File: config.mk
export PLATFORM = sky130hd
export DESIGN_NAME = split_merge_tester_flat
export DESIGN_NICKNAME = d
export VERILOG_FILES = /design/src/rtl/split_merge_tester_if.sv /design/src/rtl/split_merge_tester.sv /design/src/flat_wrapper.sv
export SDC_FILE = /design/constraint.sdc
export NUM_CORES = 1
export LEC_CHECK = 0
export BUFFER_PORTS_ARGS = -buffer_cell sky130_fd_sc_hd__buf_2
export CORE_MARGIN = 5
export CORE_UTILIZATION = 34
export CTS_BUF_LIST = sky130_fd_sc_hd__clkbuf_2
export CTS_CLUSTER_SIZE = 28
export DETAILED_ROUTE_END_ITERATION = 12
export PLACE_DENSITY_LB_ADDON = 0.08
export SYNTH_ARGS = -nofsm -noshare
export SYNTH_HDL_FRONTEND = slang
export SYNTH_SLANG_ARGS = --single-unit
File: constraint.sdc
create_clock -name CLK -period 1.78 [get_ports CLK]
set_input_delay 0.089 -clock CLK [delete_from_list [all_inputs] [get_ports CLK]]
set_output_delay 0.089 -clock CLK [all_outputs]
set_load 0.01 [all_outputs]
File: src/rtl/split_merge_tester_if.sv
// Dual-rail token channels between the tester and the split/merge circuit under test.
interface split_merge_tester_if #(
    parameter int unsigned W = 2
);
    logic [2*W-1:0] Tx;
    logic           Txe;
    logic [1:0]     Cx;
    logic           Cxe;
    logic [2*W-1:0] Rx;
    logic           Rxe;

    // Tester side: drives data/control tokens, consumes result tokens.
    modport master (
        output Tx,
        output Cx,
        output Rxe,
        input  Txe,
        input  Cxe,
        input  Rx
    );

    // Circuit-under-test side.
    modport slave (
        input  Tx,
        input  Cx,
        input  Rxe,
        output Txe,
        output Cxe,
        output Rx
    );
endinterface

File: src/rtl/split_merge_tester.sv
// Token source and result checker for an asynchronous dual-rail split/merge stage.
// The send side issues NO_TOKENS data+control tokens with four-phase handshakes;
// the receive side captures results, compares them against the expected sequence
// and flags illegal rail codes.
module split_merge_tester #(
    parameter int unsigned W         = 2,
    parameter int unsigned NO_TOKENS = 10,
    parameter int unsigned CTRL_MODE = 0
) (
    input  logic                 CLK,
    input  logic                 RESET,
    input  logic                 start,
    split_merge_tester_if.master bus,
    output logic                 busy,
    output logic                 done,
    output logic [15:0]          tx_count,
    output logic [15:0]          rx_count,
    output logic [W-1:0]         rx_data,
    output logic                 rx_valid,
    output logic                 err_rail,
    output logic                 err_data
);

    localparam int unsigned CW = 16;
    localparam logic [CW-1:0] TOKENS   = CW'(NO_TOKENS);
    // With alternating control only the control=1 half of the tokens returns.
    localparam logic [CW-1:0] RX_TOTAL = (CTRL_MODE == 0) ? CW'(NO_TOKENS)
                                                          : CW'(NO_TOKENS / 2);

    typedef enum logic [2:0] {
        IDLE,
        WAIT_EN,
        DRIVE,
        WAIT_ACK,
        NEUTRAL,
        DONE
    } send_state_t;

    typedef enum logic [1:0] {
        RX_IDLE,
        RX_WAIT_VALID,
        RX_WAIT_NEUTRAL
    } rx_state_t;

    send_state_t    send_state;
    rx_state_t      rx_state;

    logic           txe_m, txe_s;
    logic           cxe_m, cxe_s;
    logic [2*W-1:0] rx_m, rx_s;

    logic [W-1:0]   rx_one, rx_zero;
    logic           rx_is_valid, rx_is_illegal, rx_is_neutral;
    logic [W-1:0]   rx_expect;

    logic [W-1:0]   tx_word;
    logic [2*W-1:0] tx_enc;
    logic           ctrl_bit;
    logic           start_ok;

    // Two-flop synchronizers for the asynchronous enables and result rails.
    always_ff @(posedge CLK) begin
        if (RESET) begin
            txe_m <= 1'b0;
            txe_s <= 1'b0;
            cxe_m <= 1'b0;
            cxe_s <= 1'b0;
            rx_m  <= '0;
            rx_s  <= '0;
        end else begin
            txe_m <= bus.Txe;
            txe_s <= txe_m;
            cxe_m <= bus.Cxe;
            cxe_s <= cxe_m;
            rx_m  <= bus.Rx;
            rx_s  <= rx_m;
        end
    end

    // Rail (de)interleave: bit i lives on {one = [2i+1], zero = [2i]}.
    for (genvar g = 0; g < W; g++) begin : g_rail
        assign rx_one[g]      = rx_s[2*g+1];
        assign rx_zero[g]     = rx_s[2*g];
        assign tx_enc[2*g+1]  = tx_word[g];
        assign tx_enc[2*g]    = ~tx_word[g];
    end

    assign rx_is_valid   = &(rx_one ^ rx_zero);
    assign rx_is_illegal = |(rx_one & rx_zero);
    assign rx_is_neutral = ~|rx_s;

    assign tx_word   = W'(tx_count);
    assign ctrl_bit  = (CTRL_MODE == 0) ? 1'b1 : tx_count[0];
    // Mode 1 returns the odd-numbered tokens, i.e. 2k+1 for the k-th result.
    assign rx_expect = (CTRL_MODE == 0) ? W'(rx_count) : W'({rx_count, 1'b1});

    // A new run is only accepted when no run is in flight.
    assign start_ok  = start & ~busy;

    // Send FSM: four-phase handshake per token on the data and control channels.
    always_ff @(posedge CLK) begin
        if (RESET) begin
            send_state <= IDLE;
            bus.Tx     <= '0;
            bus.Cx     <= '0;
            tx_count   <= '0;
        end else begin
            case (send_state)
                IDLE, DONE: begin
                    if (start_ok) begin
                        send_state <= WAIT_EN;
                        tx_count   <= '0;
                    end
                end
                WAIT_EN: begin
                    if (txe_s && cxe_s) begin
                        send_state <= DRIVE;
                        bus.Tx     <= tx_enc;
                        bus.Cx     <= ctrl_bit ? 2'b10 : 2'b01;
                    end
                end
                DRIVE: begin
                    send_state <= WAIT_ACK;
                end
                WAIT_ACK: begin
                    // Both channels must acknowledge before the rails are released.
                    if (!txe_s && !cxe_s) begin
                        send_state <= NEUTRAL;
                        bus.Tx     <= '0;
                        bus.Cx     <= '0;
                        if (tx_count != TOKENS) begin
                            tx_count <= tx_count + 16'd1;
                        end
                    end
                end
                NEUTRAL: begin
                    send_state <= (tx_count >= TOKENS) ? DONE : WAIT_EN;
                end
                default: begin
                    send_state <= IDLE;
                end
            endcase
        end
    end

    // Receive FSM: capture each valid result word, check it, wait for neutral.
    always_ff @(posedge CLK) begin
        if (RESET) begin
            rx_state <= RX_IDLE;
            bus.Rxe  <= 1'b0;
            rx_count <= '0;
            rx_data  <= '0;
            rx_valid <= 1'b0;
            err_rail <= 1'b0;
            err_data <= 1'b0;
        end else begin
            rx_valid <= 1'b0;
            if (start_ok) begin
                rx_state <= RX_WAIT_VALID;
                bus.Rxe  <= 1'b1;
                rx_count <= '0;
                err_rail <= 1'b0;
                err_data <= 1'b0;
            end else begin
                if (rx_is_illegal) begin
                    err_rail <= 1'b1;
                end
                case (rx_state)
                    RX_WAIT_VALID: begin
                        if (rx_is_valid) begin
                            rx_data  <= rx_one;
                            rx_valid <= 1'b1;
                            bus.Rxe  <= 1'b0;
                            rx_state <= RX_WAIT_NEUTRAL;
                            if (rx_count != TOKENS) begin
                                rx_count <= rx_count + 16'd1;
                            end
                            // Surplus results after the expected total are also errors.
                            if ((rx_count >= RX_TOTAL) || (rx_one != rx_expect)) begin
                                err_data <= 1'b1;
                            end
                        end
                    end
                    RX_WAIT_NEUTRAL: begin
                        if (rx_is_neutral) begin
                            rx_state <= RX_WAIT_VALID;
                            bus.Rxe  <= 1'b1;
                        end
                    end
                    default: begin
                        rx_state <= RX_IDLE;
                    end
                endcase
            end
        end
    end

    // Run status: busy from acceptance until both sides finish; done is sticky.
    always_ff @(posedge CLK) begin
        if (RESET) begin
            busy <= 1'b0;
            done <= 1'b0;
        end else if (start_ok) begin
            busy <= 1'b1;
            done <= 1'b0;
        end else if (busy && (send_state == DONE) && (rx_count >= RX_TOTAL)) begin
            busy <= 1'b0;
            done <= 1'b1;
        end
    end

endmodule

File: src/flat_wrapper.sv
// flat-port wrapper written by rule: the top's interface ports become plain ports
module split_merge_tester_flat 
#(
    parameter int unsigned W         = 2,
    parameter int unsigned NO_TOKENS = 10,
    parameter int unsigned CTRL_MODE = 0
)
  (CLK, RESET, start, busy, done, tx_count, rx_count, rx_data, rx_valid, err_rail, err_data, bus_Tx, bus_Cx, bus_Rxe, bus_Txe, bus_Cxe, bus_Rx);
  split_merge_tester_if #(.W(W)) bus_i ();
  input  logic CLK;
  input  logic RESET;
  input  logic start;
  output logic busy;
  output logic done;
  output logic [15:0] tx_count;
  output logic [15:0] rx_count;
  output logic [W-1:0] rx_data;
  output logic rx_valid;
  output logic err_rail;
  output logic err_data;
  output wire logic [$bits(bus_i.Tx)-1:0] bus_Tx;
  output wire logic [$bits(bus_i.Cx)-1:0] bus_Cx;
  output wire logic [$bits(bus_i.Rxe)-1:0] bus_Rxe;
  input wire logic [$bits(bus_i.Txe)-1:0] bus_Txe;
  input wire logic [$bits(bus_i.Cxe)-1:0] bus_Cxe;
  input wire logic [$bits(bus_i.Rx)-1:0] bus_Rx;
  assign bus_Tx = bus_i.Tx;
  assign bus_Cx = bus_i.Cx;
  assign bus_Rxe = bus_i.Rxe;
  assign bus_i.Txe = bus_Txe;
  assign bus_i.Cxe = bus_Cxe;
  assign bus_i.Rx = bus_Rx;
  split_merge_tester #(.W(W), .NO_TOKENS(NO_TOKENS), .CTRL_MODE(CTRL_MODE)) u_core (.CLK(CLK), .RESET(RESET), .start(start), .bus(bus_i), .busy(busy), .done(done), .tx_count(tx_count), .rx_count(rx_count), .rx_data(rx_data), .rx_valid(rx_valid), .err_rail(err_rail), .err_data(err_data));
endmodule
# Yosys cells after proc, flatten, opt, wreduce, memory -nomap -nowiden
# Index checks and enable logic that the tools add are counted.
# word_totals
register_bits,63
latchBits,0
mem_bits_rw,0
romBits,0
in_bits,9
output_inout_bits,46
n_memories,0
# op_classes
add_sub_neg,2
mul,0
div,0
magnitude_cmp,2
n_eq_ne,18
shifts,0
mux,26
n_bitwise,8
reduce_logical,27
# op_table
op,count
$mux 16,3
$add 16x1->16 const B,2
$ge 16x4->1 const B,2
$ne 16x4->1 const B,2
$pmux 16 s2,1
$reduce_and 4->1,4
$pmux 3 s5,1
$mux 3,4
$ne 2x1->1 const B,5
$reduce_and 3->1,3
$mux 2,4
$mux 4,2
$pmux 2 s2,2
$pmux 4 s2,1
$mux 1,7
$eq 3x2->1 const B,2
$eq 3x3->1 const B,2
$reduce_and 2->1,3
$reduce_bool 2->1,3
$reduce_or 2->1,3
$not 1->1,5
$logic_and 1x1->1,4
$reduce_or 4->1,1
$eq 3x1->1 const B,1
15 further kinds,16

# Longest topological paths before layout
# depth
ltp_word,5
depth_mapped,8
ltp_nobuf,7

# Worst setup path before layout
# Ideal clock, no wire load.
# synth_path
kind,flip-flop to flip-flop
startpoint,register u_core.rx_s[3]
endpoint,register u_core.rx_count[15]
setup_ps,128
arrival_ps,1777
path_slack_ps,-125
path_stages_with_launch,8
n_path_buf,0
path_cell_list,dfxtp_1 > inv_1 > ha_1 > nand4_1 > or3_4 > nor4_2 > xnor2_1 > nor2_1
# synth_via
elab_chain_cells,2
# synth_rtl
element,line,text
start: declaration,split_merge_tester.sv:50,"logic [2*W-1:0] rx_m, rx_s;"
start signal: assignment,split_merge_tester.sv:76,rx_s <= rx_m;
$xor 2x2->2,split_merge_tester.sv:88,assign rx_is_valid = &(rx_one ^ rx_zero);
$reduce_and 4->1 (no line),-,
end signal: assignment,split_merge_tester.sv:176,rx_count <= rx_count + 16'd1;
end: declaration,split_merge_tester.sv:17,"output logic [15:0] rx_count,"
# Every way passes these cells.
# A chain may end at the register's enable or synchronous reset.

# Final worst setup path
# layout_path
startpoint,register u_core.rx_s[2]
endpoint,register u_core.rx_count[11]
# Same word-level chain as after synthesis.

==> run metrics <==
Tmin final=1.83 ns; DRC violations left=0; EDFF count, synth=0; Die Wd=102 um; fin crit share=103%; GR peak layer=met2; cts bufs inserted=9; post-synth top area share=43.3%; post-synth cell types=47; Clock Path Buffers=2; clock latency on the worst-skew pair=0.46 ns; Port Buffers=53; Crit Path Class=reg -> reg; Net Count, Synth=346; post-route ant nets=0; # IOs=55; most frequent cells in the layout=dfxtp_1 (56), buf_2 (53), buf_4 (52); status=finished with violations; Root Driver=clkbuf_2; ys flop type=dfxtp_1; fin. max-slew vios=0; sequential cell area=1250 um^2; final total power=2.62 mW; Worst Path Arrival=2.23 ns; Worst setup SP type=flip-flop; routed len/inst=12.2 um; vias=2606; Max Cap Viol=0; Via density=4.75; #FFs+latches synth=62; biggest area consumer among synthesized cells=dfxtp_1; share of layout cells above drive strength 1=35.1%; Post-Syn Area per Cell=8.77 um^2; failing checks=setup timing; XOR/XNOR Fraction of Synth Area=6.41%; die area=10400 um^2; first-pass GRT wire length=11400 um; largest family of logic cells by synthesized area=simple AND/OR/NAND/NOR gates; met1 global-route usage=18.6%; P&R area growth vs syn=37.8%; initial core utilization=34.9%; Net count, final=458; Seq/Total Area, Yosys=43.3%; Syn. warnings=0; Die Y=102 um; dpl cells=521; CP required=2.18 ns; CTS HTree Levels=3; critical path capture point type=flip-flop; P_leak=1.75 nW; final hold vios=0; Cell Count, Final, Fillers Out=549; ranking of synthesized cells by area=dfxtp_1 (43%), nor2_1 (5.0%), ha_1 (4.4%); Final HPWL DP=5030 um; mux cell area share after synthesis=1.75%; setup ws final=-0.0477 ns; asr flop ratio synth=0%; unrepaired setup endpoints after global routing=true; final setup vio count=3; area of placed instances=3600 um^2; final design utilization=48.1%; pin count of the biggest net entering global routing=21; core area=8220 um^2; HP Class=in -> reg; Fill cells=837; Placement Setup Slack=-0.183 ns; post-synthesis compound-gate area fraction=14.4%; Power Dens Cells=662 nW/um^2; Cells after Synth=327; leading cell type in the layout, fill and taps excluded=dfxtp_1; maximum VDD drop=0.000487 V; All-Layer GR Usage=13.7%; Global Route met2 Usage=21.0%; Max Clock Skew=0.0111 ns; site row count=33; area of the multi-input gates=1620 um^2; Simple-Gate Fraction of Synth Area=24.9%; DRT Pass-1 Iters=4; gr ovfl total=0; clock transition at the registers of the reported paths=0.16 ns; crit-path max FO=7; post-synthesis adder-cell area fraction=4.36%; Clock Sinks=62; Layout Cell Area excl Fill=3950 um^2; vias in the first global route=2441; n_diodes=0; RD Place Congestion=0.781; GR Layer Usage met3=2.87%; Mapped Area=2870 um^2; antenna violations before repair=0; Peak Freq=0.547 GHz; CTS tree=yes; Post-Route WL=6670 um; DRT iter0 DRCs=57
sequential cells by signal (all words and copies together), names as in the netlist:
| name | cells |
|---|---|
| u_core.tx_count | 16 |
| u_core.bus.Rxe | 1 |
| u_core.rx_m | 4 |
| u_core.txe_m | 1 |
| u_core.busy | 1 |
| u_core.err_data | 1 |
| u_core.rx_valid | 1 |
| u_core.rx_data | 2 |
| u_core.done | 1 |
| u_core.err_rail | 1 |
| u_core.send_state | 3 |
| u_core.rx_state | 2 |
| u_core.rx_s | 4 |
| u_core.cxe_m | 1 |
| u_core.bus.Tx | 4 |
| u_core.rx_count | 16 |
| u_core.txe_s | 1 |
| u_core.cxe_s | 1 |
| u_core.bus.Cx | 1 |
cell usage after synthesis (2+ instances only):
master and n:
a211oi_1 3, a21oi_1 21, a22oi_1 3, and2_1 3, and3_1 6, and4_1 3, buf_2 2, buf_6 2
clkbuf_1 8, dfxtp_1 62, ha_1 10, inv_1 16, mux2i_1 5, nand2_1 24, nand2b_1 2, nand3_1 8
nand4_1 2, nor2_1 38, nor2b_1 15, nor3_1 9, nor4_1 6, o2111ai_1 4, o211ai_1 5, o211ai_2 2
o21ai_0 15, o31ai_1 2, or3_1 12, xnor2_1 8, xor2_1 13
worst max-delay path, cell delays in order, from the launching register on:
cell and delay (ns):
dfxtp_2 0.36, inv_2 0.04, ha_4 0.25, nand4_1 0.10
buf_6 0.15, or3_4 0.37, or3_1 0.35, a21oi_1 0.14
cells by family after synthesis:
kind of cell	Yosys count
and+or+nand+nor	136
AOI/OAI and AO/OA	62
DFF	62
buffers and inverters	30
xor gates and xnor gates	21
adders and majority gates	10
muxes	5
other	1
metal layers:
layer | share of wire, % | wire (um)
met3 | 4.4 | 296
met2 | 46 | 3040
met1 | 48 | 3230
met4 | 1.6 | 105
met5 | 0 | 0
where the power goes:
group          total, mW  switching [mW]  internal, mW
Sequential          1.42          0.0114          1.41
Clock              0.968           0.499         0.469
Combinational      0.226           0.116         0.110
path summary, 6_finish.rpt:
kind | from | endpoint | slack (ns) | cells past startpoint
max reg2reg | u_core.rx_s[2] | u_core.rx_count[11] | -0.05 | 7
min reg2reg | u_core.rx_m[0] | u_core.rx_s[0] | 0.45 | 1
min | bus_Rx[3] | u_core.rx_m[3] | 0.36 | 3
max | u_core.rx_s[2] | u_core.rx_count[11] | -0.05 | 7
metrics by stage:
step | TNS (ns) | hold slack (ns)
6_report | -0.129 | 0.356
2_1_floorplan | -0.130 | 0.217
3_5_place_dp | -1.14 | 0.302
3_3_place_gp | -0.767 | 0.300
5_1_grt | -0.651 | 0.308
4_1_cts | -0.180 | 0.301
final cells by class:
cell class,count,share of cell area [%]
inverter,16,1.52
timing repair buffer,115,19.2
multi-input combinational,235,41.0
tap,105,3.32
clock buffer,11,1.39
sequential,62,31.7
clock inverter,5,1.87
timing repair:
item / 4_1_cts / 5_1_grt
pin swaps: 8 / 8
endpoints found under the setup margin: 11 / 25
hold endpoints to repair: 15 / 0
hold buffers: 8 / 0
gates resized for setup: 9 / 18
buffers inserted: 2 / 2
Note: power is estimated with default switching activity, not from simulation.
